==> src/rtl/imm_pkg.sv <==
// Shared definitions for the immediate generator: format codes, skid-buffer
// state encoding and the XLEN-dependent shift-amount width.
package imm_pkg;

    localparam logic [2:0] IMM_I     = 3'b000;
    localparam logic [2:0] IMM_SHAMT = 3'b001;
    localparam logic [2:0] IMM_B     = 3'b010;
    localparam logic [2:0] IMM_J     = 3'b011;
    localparam logic [2:0] IMM_U     = 3'b100;
    localparam logic [2:0] IMM_S     = 3'b101;
    localparam logic [2:0] IMM_ZIMM  = 3'b110;
    localparam logic [2:0] IMM_ILL   = 3'b111;

    typedef enum logic [1:0] {
        ST_EMPTY = 2'd0,
        ST_ONE   = 2'd1,
        ST_TWO   = 2'd2
    } skid_state_e;

    function automatic int shamt_w(input int xlen);
        return (xlen == 64) ? 6 : 5;
    endfunction

endpackage

==> src/rtl/imm_extract.sv <==
// Combinational RISC-V immediate extraction: (instr, sel) -> XLEN-wide
// immediate plus an illegal-select flag.
module imm_extract
    import imm_pkg::*;
#(
    parameter int XLEN = 32
) (
    input  logic [31:0]     instr,
    input  logic [2:0]      sel,
    output logic [XLEN-1:0] imm,
    output logic            illegal
);

    localparam int SHAMT_W = shamt_w(XLEN);

    logic [31:0] raw;
    logic        sext;

    // Every format is first assembled as a 32-bit value; sext decides how it widens.
    always_comb begin
        raw     = '0;
        sext    = 1'b0;
        illegal = 1'b0;
        case (sel)
            IMM_I: begin
                raw  = {{20{instr[31]}}, instr[31:20]};
                sext = 1'b1;
            end
            IMM_SHAMT: begin
                raw[SHAMT_W-1:0] = instr[20 +: SHAMT_W];
            end
            IMM_B: begin
                raw  = {{19{instr[31]}}, instr[31], instr[7], instr[30:25], instr[11:8], 1'b0};
                sext = 1'b1;
            end
            IMM_J: begin
                raw  = {{11{instr[31]}}, instr[31], instr[19:12], instr[20], instr[30:21], 1'b0};
                sext = 1'b1;
            end
            IMM_U: begin
                raw  = {instr[31:12], 12'b0};
                sext = 1'b1;
            end
            IMM_S: begin
                raw  = {{20{instr[31]}}, instr[31:25], instr[11:7]};
                sext = 1'b1;
            end
            IMM_ZIMM: begin
                raw = {27'b0, instr[19:15]};
            end
            default: begin
                illegal = 1'b1;
            end
        endcase
    end

    always_comb begin
        if (sext) begin
            imm = XLEN'($signed(raw));
        end else begin
            imm = XLEN'(raw);
        end
    end

endmodule

==> src/rtl/imm_gen_pipe.sv <==
// Registered immediate generator with a two-entry skid buffer on valid/ready.
// Define IMMGEN_ILLEGAL_CHK_EN to build the out_illegal flag and illegal_cnt counter.
module imm_gen_pipe
    import imm_pkg::*;
#(
    parameter int XLEN  = 32,
    parameter int TAG_W = 32
) (
    input  logic             clk,
    input  logic             rst_n,
    input  logic             in_valid,
    output logic             in_ready,
    input  logic [31:0]      in_instr,
    input  logic [2:0]       in_sel,
    input  logic [TAG_W-1:0] in_tag,
    output logic             out_valid,
    input  logic             out_ready,
    output logic [XLEN-1:0]  out_imm,
    output logic [TAG_W-1:0] out_tag,
    output logic             out_illegal,
    output logic [7:0]       illegal_cnt
);

    skid_state_e state_q, state_d;

    logic [XLEN-1:0]  ext_imm;
    logic             ext_illegal;
    logic [XLEN-1:0]  out_imm_q, out_imm_d, skid_imm_q, skid_imm_d;
    logic [TAG_W-1:0] out_tag_q, out_tag_d, skid_tag_q, skid_tag_d;

    logic accept, drain;
    logic ld_out_new, ld_out_skid, ld_skid;

    imm_extract #(.XLEN(XLEN)) u_extract (
        .instr   (in_instr),
        .sel     (in_sel),
        .imm     (ext_imm),
        .illegal (ext_illegal)
    );

    // Ready comes from registered state only, so no comb path from out_ready.
    assign in_ready  = (state_q != ST_TWO);
    assign out_valid = (state_q != ST_EMPTY);
    assign accept    = in_valid && in_ready;
    assign drain     = out_valid && out_ready;

    always_comb begin
        state_d     = state_q;
        ld_out_new  = 1'b0;
        ld_out_skid = 1'b0;
        ld_skid     = 1'b0;
        case (state_q)
            ST_EMPTY: begin
                if (accept) begin
                    ld_out_new = 1'b1;
                    state_d    = ST_ONE;
                end
            end
            ST_ONE: begin
                if (accept && !drain) begin
                    ld_skid = 1'b1;
                    state_d = ST_TWO;
                end else if (accept && drain) begin
                    ld_out_new = 1'b1;
                end else if (drain) begin
                    state_d = ST_EMPTY;
                end
            end
            ST_TWO: begin
                if (drain) begin
                    ld_out_skid = 1'b1;
                    state_d     = ST_ONE;
                end
            end
            default: begin
                state_d = ST_EMPTY;
            end
        endcase
    end

    always_comb begin
        out_imm_d  = out_imm_q;
        out_tag_d  = out_tag_q;
        skid_imm_d = skid_imm_q;
        skid_tag_d = skid_tag_q;
        if (ld_out_new) begin
            out_imm_d = ext_imm;
            out_tag_d = in_tag;
        end else if (ld_out_skid) begin
            out_imm_d = skid_imm_q;
            out_tag_d = skid_tag_q;
        end
        if (ld_skid) begin
            skid_imm_d = ext_imm;
            skid_tag_d = in_tag;
        end
    end

    always_ff @(posedge clk or negedge rst_n) begin
        if (!rst_n) begin
            state_q    <= ST_EMPTY;
            out_imm_q  <= '0;
            out_tag_q  <= '0;
            skid_imm_q <= '0;
            skid_tag_q <= '0;
        end else begin
            state_q    <= state_d;
            out_imm_q  <= out_imm_d;
            out_tag_q  <= out_tag_d;
            skid_imm_q <= skid_imm_d;
            skid_tag_q <= skid_tag_d;
        end
    end

    assign out_imm = out_imm_q;
    assign out_tag = out_tag_q;

`ifdef IMMGEN_ILLEGAL_CHK_EN
    logic       out_ill_q, out_ill_d, skid_ill_q, skid_ill_d;
    logic [7:0] ill_cnt_q, ill_cnt_d;

    always_comb begin
        out_ill_d  = out_ill_q;
        skid_ill_d = skid_ill_q;
        ill_cnt_d  = ill_cnt_q;
        if (ld_out_new) begin
            out_ill_d = ext_illegal;
        end else if (ld_out_skid) begin
            out_ill_d = skid_ill_q;
        end
        if (ld_skid) begin
            skid_ill_d = ext_illegal;
        end
        if (accept && ext_illegal && (ill_cnt_q != 8'hFF)) begin
            ill_cnt_d = ill_cnt_q + 8'd1;
        end
    end

    always_ff @(posedge clk or negedge rst_n) begin
        if (!rst_n) begin
            out_ill_q  <= 1'b0;
            skid_ill_q <= 1'b0;
            ill_cnt_q  <= '0;
        end else begin
            out_ill_q  <= out_ill_d;
            skid_ill_q <= skid_ill_d;
            ill_cnt_q  <= ill_cnt_d;
        end
    end

    assign out_illegal = out_ill_q;
    assign illegal_cnt = ill_cnt_q;
`else
    logic unused_illegal;
    assign unused_illegal = ext_illegal;
    assign out_illegal    = 1'b0;
    assign illegal_cnt    = 8'd0;
`endif

endmodule

==> config.mk <==
export PLATFORM = sky130hd
export DESIGN_NAME = imm_gen_pipe
export DESIGN_NICKNAME = d
export VERILOG_FILES = /design/src/rtl/imm_pkg.sv /design/src/rtl/imm_extract.sv /design/src/rtl/imm_gen_pipe.sv
export SDC_FILE = /design/constraint.sdc
export NUM_CORES = 1
export LEC_CHECK = 0
export CAP_MARGIN = 20
export CORE_ASPECT_RATIO = 1.2
export CORE_MARGIN = 5
export CORE_UTILIZATION = 45
export CTS_CLUSTER_DIAMETER = 120
export DETAILED_ROUTE_END_ITERATION = 8
export PLACE_DENSITY = 0.73
export SYNTH_ARGS = -nofsm -noshare
export SYNTH_HDL_FRONTEND = slang
export SYNTH_SLANG_ARGS = --single-unit
==> constraint.sdc <==
create_clock -name clk -period 1.5 [get_ports clk]
set_input_delay 0.15 -clock clk [delete_from_list [all_inputs] [get_ports clk]]
set_output_delay 0.15 -clock clk [all_outputs]
set_load 0.005 [all_outputs]
Yosys cells after proc, flatten, opt, wreduce, memory -nomap -nowiden. Index checks and enable logic that the tools add are counted.

Logic and storage cells: 50. Input bits: 71. Register bits: 130.

Reduce and logical (&&, ||, !) cells: 12. Equal/unequal tests: 13. Muxes and demuxes: 20.

Operators by type and width (number): 32-bit 2-to-1 mux (4); 27-bit one-hot mux with 4 select lines (1); 5-bit one-hot mux with 5 select lines (1); 2-bit 2-to-1 mux (5); 3-bit == test, second input constant (3); 1-bit 2-to-1 mux (7); 3-bit by 2-bit == test with 1-bit output, second input constant (2); 2-bit inequality test, second input constant (3); 3-bit inequality test, second input constant (2); 2-bit one-hot mux with 3 select lines (1); 1-bit logical AND (4); 4-bit AND reduction (1); 2-bit nonzero test (2); 2-bit OR reduction (2); 3-bit by 1-bit == test with 1-bit output, second input constant (1); 3-bit zero test (1); 2-bit by 1-bit == test with 1-bit output, second input constant (1); 2-bit == test, second input constant (1); 2-bit zero test (1); 1-bit one-hot mux with 2 select lines (1); 1-bit zero test (1).

Logic depth before layout (Yosys ltp).
Depth after elaboration: 7. Gate-level depth with buffers: 7.

Modules after synthesis. From an unflattened synthesis, not the netlist that was laid out.

Cells, all modules: 601. Area total of the unflattened synthesis: 6428.7 um2.

Modules (own cells, without submodules): imm_gen_pipe (cells an instance 514, instances 1, seq. area each 3253.1 um2, area each 5870.6 um2); imm_extract (cells an instance 87, instances 1, seq. area each 0.0 um2, area each 558.0 um2).

Worst setup path before layout. Ideal clock, no wire load.

Path type: reg2reg. Start: register state_q[0]. End: register out_tag_q[21] (netlist: out_tag[21]). Path buffers: 2. Required time: 1359 ps. Cell stages (with the launch flop): 7. Setup slack: 34 ps. Arrival time: 1325 ps. Setup time: 141 ps. Path through: dfrtp_1 -> nand2b_1 -> or2_2 -> clkbuf_1 -> clkbuf_1 -> nand2_1 -> a31oi_1.

Word-level cells in the longest chain between the ends: 7.

RTL lines: start: declaration (line imm_gen_pipe.sv:24) `skid_state_e state_q, state_d;`; start signal: assignment (line imm_gen_pipe.sv:107) `state_q <= state_d;`; 2-bit inequality test * (line imm_gen_pipe.sv:42) `assign in_ready = (state_q != ST_TWO);`; via in_ready (line imm_gen_pipe.sv:12) `output logic in_ready,`; 1-bit logical AND * (line imm_gen_pipe.sv:44) `assign accept = in_valid && in_ready;`; 1-bit logical AND (line imm_gen_pipe.sv:63) `end else if (accept && drain) begin`; 1-bit 2-to-1 mux (line imm_gen_pipe.sv:63); 1-bit 2-to-1 mux (line imm_gen_pipe.sv:60) `if (accept && !drain) begin`; 1-bit one-hot mux with 2 select lines * (line imm_gen_pipe.sv:52) `case (state_q)`; 32-bit 2-to-1 mux / 2-bit nonzero test (equally long branches); end signal: assignment (line imm_gen_pipe.sv:109) `out_tag_q <= out_tag_d;`; end: declaration (line imm_gen_pipe.sv:29) `logic [TAG_W-1:0] out_tag_q, out_tag_d, skid_tag_q, skid_tag_d;`.

Mark *: on every way through the listed nets, which the timed path passes. The rest lies on a longest branch. A chain may end at the register's enable or synchronous reset.

Worst setup path after layout.
Start: register state_q[1]. End: register out_imm_q[0] (netlist: out_imm[0]).

Word-level cells in the longest chain between the ends: 7.

RTL lines: 2-bit inequality test / 2-bit nonzero test (equally long branches) (line imm_gen_pipe.sv:42, imm_gen_pipe.sv:43); 1-bit logical AND (on tied branches) (line imm_gen_pipe.sv:44, imm_gen_pipe.sv:45); 1-bit logical AND / 1-bit zero test (equally long branches) (line imm_gen_pipe.sv:63, imm_gen_pipe.sv:60); 1-bit 2-to-1 mux / 1-bit logical AND (equally long branches) (line imm_gen_pipe.sv:63, imm_gen_pipe.sv:60); 1-bit 2-to-1 mux (line imm_gen_pipe.sv:60); 1-bit one-hot mux with 2 select lines (line imm_gen_pipe.sv:52); 32-bit 2-to-1 mux / 2-bit nonzero test (equally long branches); end signal: assignment (line imm_gen_pipe.sv:108) `out_imm_q <= out_imm_d;`; end: declaration (line imm_gen_pipe.sv:28) `logic [XLEN-1:0] out_imm_q, out_imm_d, skid_imm_q, skid_imm_d;`.

Parallel ways exist; a longest one is shown, timed or not.

==> impl_metrics.json <==
{
  "rsz0062_at_grt": "yes",
  "ant_nets": 0,
  "cts_tree": "built",
  "final_common_cell": "nand2_1",
  "synth_seq_cells": 130,
  "core_um2": 13200,
  "hpwl_mm": 11.8,
  "drtPass1Iterations": 5,
  "grt_pass1_vias": 5620,
  "max_cap_violations": 0,
  "grt_pass1_wl_mm": 27.7,
  "cp_max_fo": 8,
  "routedWlPerCell_um": 18.6,
  "netlist-cell-type-count": 34,
  "grt_usage_pct": 22.1,
  "violations": "setup timing",
  "most-common-layout-cells": "nand2_1 (196), dfrtp_1 (130), clkdlybuf4s50_1 (119)",
  "ys_seq_area_share_pct": 53.6,
  "fin_crit_ns": 1.54,
  "post_synth.cell_area_avg_um2": 9.38,
  "vias_per_cell": 5.60,
  "drc": 0,
  "ioPinCount": 146,
  "ys_async_sr_fraction_pct": 100,
  "crit_required_ns": 1.78,
  "finalPower_mw": 12.6,
  "finalSetupViolCount": 28,
  "power_density_nw_per_um2": 1430,
  "synthFlopType": "dfrtp_1",
  "critPathLaunchType": "flip-flop",
  "vias": 5552,
  "layout.nets": 881,
  "diodes": 0,
  "finalHoldViolCount": 0,
  "die_area_um2": 15900,
  "antenna_found_initial": 0,
  "postLayoutCoreUtil_pct": 66.5,
  "drive_above_1_share_pct": 19.2,
  "cp-end-kind": "flip-flop",
  "area_growth_pct": 45.0,
  "netlist_instances": 647,
  "clock-sinks": 130,
  "clock_latency_ns": 0.41,
  "io_buffers": 129,
  "first_iter_violations": 453,
  "htree_num_levels": 4,
  "grt-ovfl-total": 0,
  "ys_warn_count": 0,
  "clock_path_buffers": 2,
  "die_h_um": 137,
  "power_leakage_nw": 4.09,
  "slew_violations": 0,
  "clkTransAtPathRegs_ns": 0.06,
  "grt_max_degree": 70,
  "syn_area_um2": 6070,
  "fin_crit_sh_pct": 103,
  "worst_ep_arrival_time_ns": 1.82,
  "fmax_mhz": 650,
  "worstSetupPathType": "reg -> reg",
  "place_congestion": 0.887,
  "ir_drop_mv": 0.783,
  "cts_buffers": 17,
  "rows": 46,
  "pre_cts_slack_ns": -0.498,
  "wirelength_mm": 18.4,
  "root_buffer": "clkbuf_16",
  "num-fill-cells": 1034,
  "skew_ns": 0.00809,
  "die_x_um": 116,
  "synth_edf_count": 0,
  "layout_setup_ws_ns": -0.0377,
  "status": "finished, violations left",
  "initial_core_util_pct": 45.9,
  "min-delay-path-class": "in -> async"
}
==> layer usage <==
| metal | vias up | global-route usage [%] | share of wire [%] |
|---|---|---|---|
| li1 | 2549 | - | - |
| met1 | 2755 | 27.2 | 40 |
| met2 | 209 | 38.3 | 52 |
| met3 | 39 | 4.57 | 5.9 |
| met4 | 0 | 7.80 | 2.4 |
| met5 | - | 0 | 0 |
==> cell type report <==
| cell class | count | area, um^2 | share of cell area [%] |
|---|---|---|---|
| tap | 168 | 210 | 2.39 |
| clock buffer | 20 | 447 | 5.07 |
| inverter | 2 | 7.51 | 0.0853 |
| sequential | 130 | 3250 | 37.0 |
| multi-input combinational | 463 | 2680 | 30.4 |
| timing repair buffer | 196 | 2080 | 23.6 |
| clock inverter | 12 | 134 | 1.52 |
==> through the flow <==
step / area (um^2) / hold slack, ns / std cells / TNS [ns]
after floorplan: 6100 / -0.146 / 655 / 0
after detailed placement: 7840 / 0.0608 / 947 / -35.74
after global routing: 8800 / 0.189 / 991 / -3.62
after CTS: 8550 / 0.171 / 984 / 0
final: 8800 / 0.174 / 991 / -0.531
after global placement: 7840 / 0.0562 / 947 / -30.20
==> synthesized netlist by cell type (7+ instances only) <==
cell / count / share of area [%]
mux2_2: 23 / 4.3
nor2_1: 62 / 3.8
dfrtp_1: 130 / 54
buf_2: 19 / 1.6
o21ai_0: 22 / 1.8
a221o_1: 32 / 5.3
a31oi_1: 36 / 3.7
a21oi_1: 7 / 0.58
nor2b_1: 15 / 1.5
a22oi_1: 15 / 1.9
clkbuf_1: 23 / 1.4
nand2_1: 198 / 12
buf_4: 9 / 1.1
==> kinds of logic after synthesis <==
group	share of synthesized area, %
multiplexers	4.76
other	0.0618
XOR/XNOR	0.144
buffers and inverters	5.40
AND/OR/NAND/NOR	20.3
AO/OA/AOI/OAI	15.7
flip-flops	53.6
==> timing repair <==
| item | CTS | global route |
|---|---|---|
| setup buffers | 3 | 2 |
| resized for setup | 18 | 36 |
| endpoints found under the hold margin | 61 | 0 |
| hold buffers | 1 | 0 |
| cloned | 1 | 5 |
| pin swaps | 1 | 7 |
| endpoints found under the setup margin | 50 | 80 |
==> path summary, 6_finish.rpt <==
kind,cells past startpoint,slack [ns],end,start
setup / recovery,6,-0.04,out_imm[0]$_DFFE_PN0P_,state_q[1]$_DFFE_PN0P_
max in group asynchronous,3,0.65,out_imm[26]$_DFFE_PN0P_,rst_n
min in group clk,3,0.30,skid_tag_q[25]$_DFFE_PN0P_,in_tag[25]
setup reg to reg,6,-0.04,out_imm[0]$_DFFE_PN0P_,state_q[1]$_DFFE_PN0P_
hold reg to reg,2,0.47,skid_tag_q[9]$_DFFE_PN0P_,skid_tag_q[9]$_DFFE_PN0P_
hold / removal,2,0.17,out_tag[23]$_DFFE_PN0P_,rst_n
==> sequential cells by signal, summed over array words and instances (netlist names) <==
register,flops
skid_imm_q,32
skid_tag_q,32
out_tag,32
out_imm,32
state_q,2
==> critical path: stages (launching register included) <==
cell       delay [ns]
dfrtp_1          0.40
buf_6            0.13
nand2b_4         0.16
nor2_4           0.16
nor2_4           0.09
clkbuf_16        0.18
a221o_1          0.30
==> power breakdown <==
| group | total (mW) | internal, mW | switching [mW] |
|---|---|---|---|
| Combinational | 3.38 | 1.89 | 1.50 |
| Clock | 4.06 | 2.49 | 1.57 |
| Sequential | 5.13 | 4.53 | 0.595 |
Power figures use the tool's default switching activity.
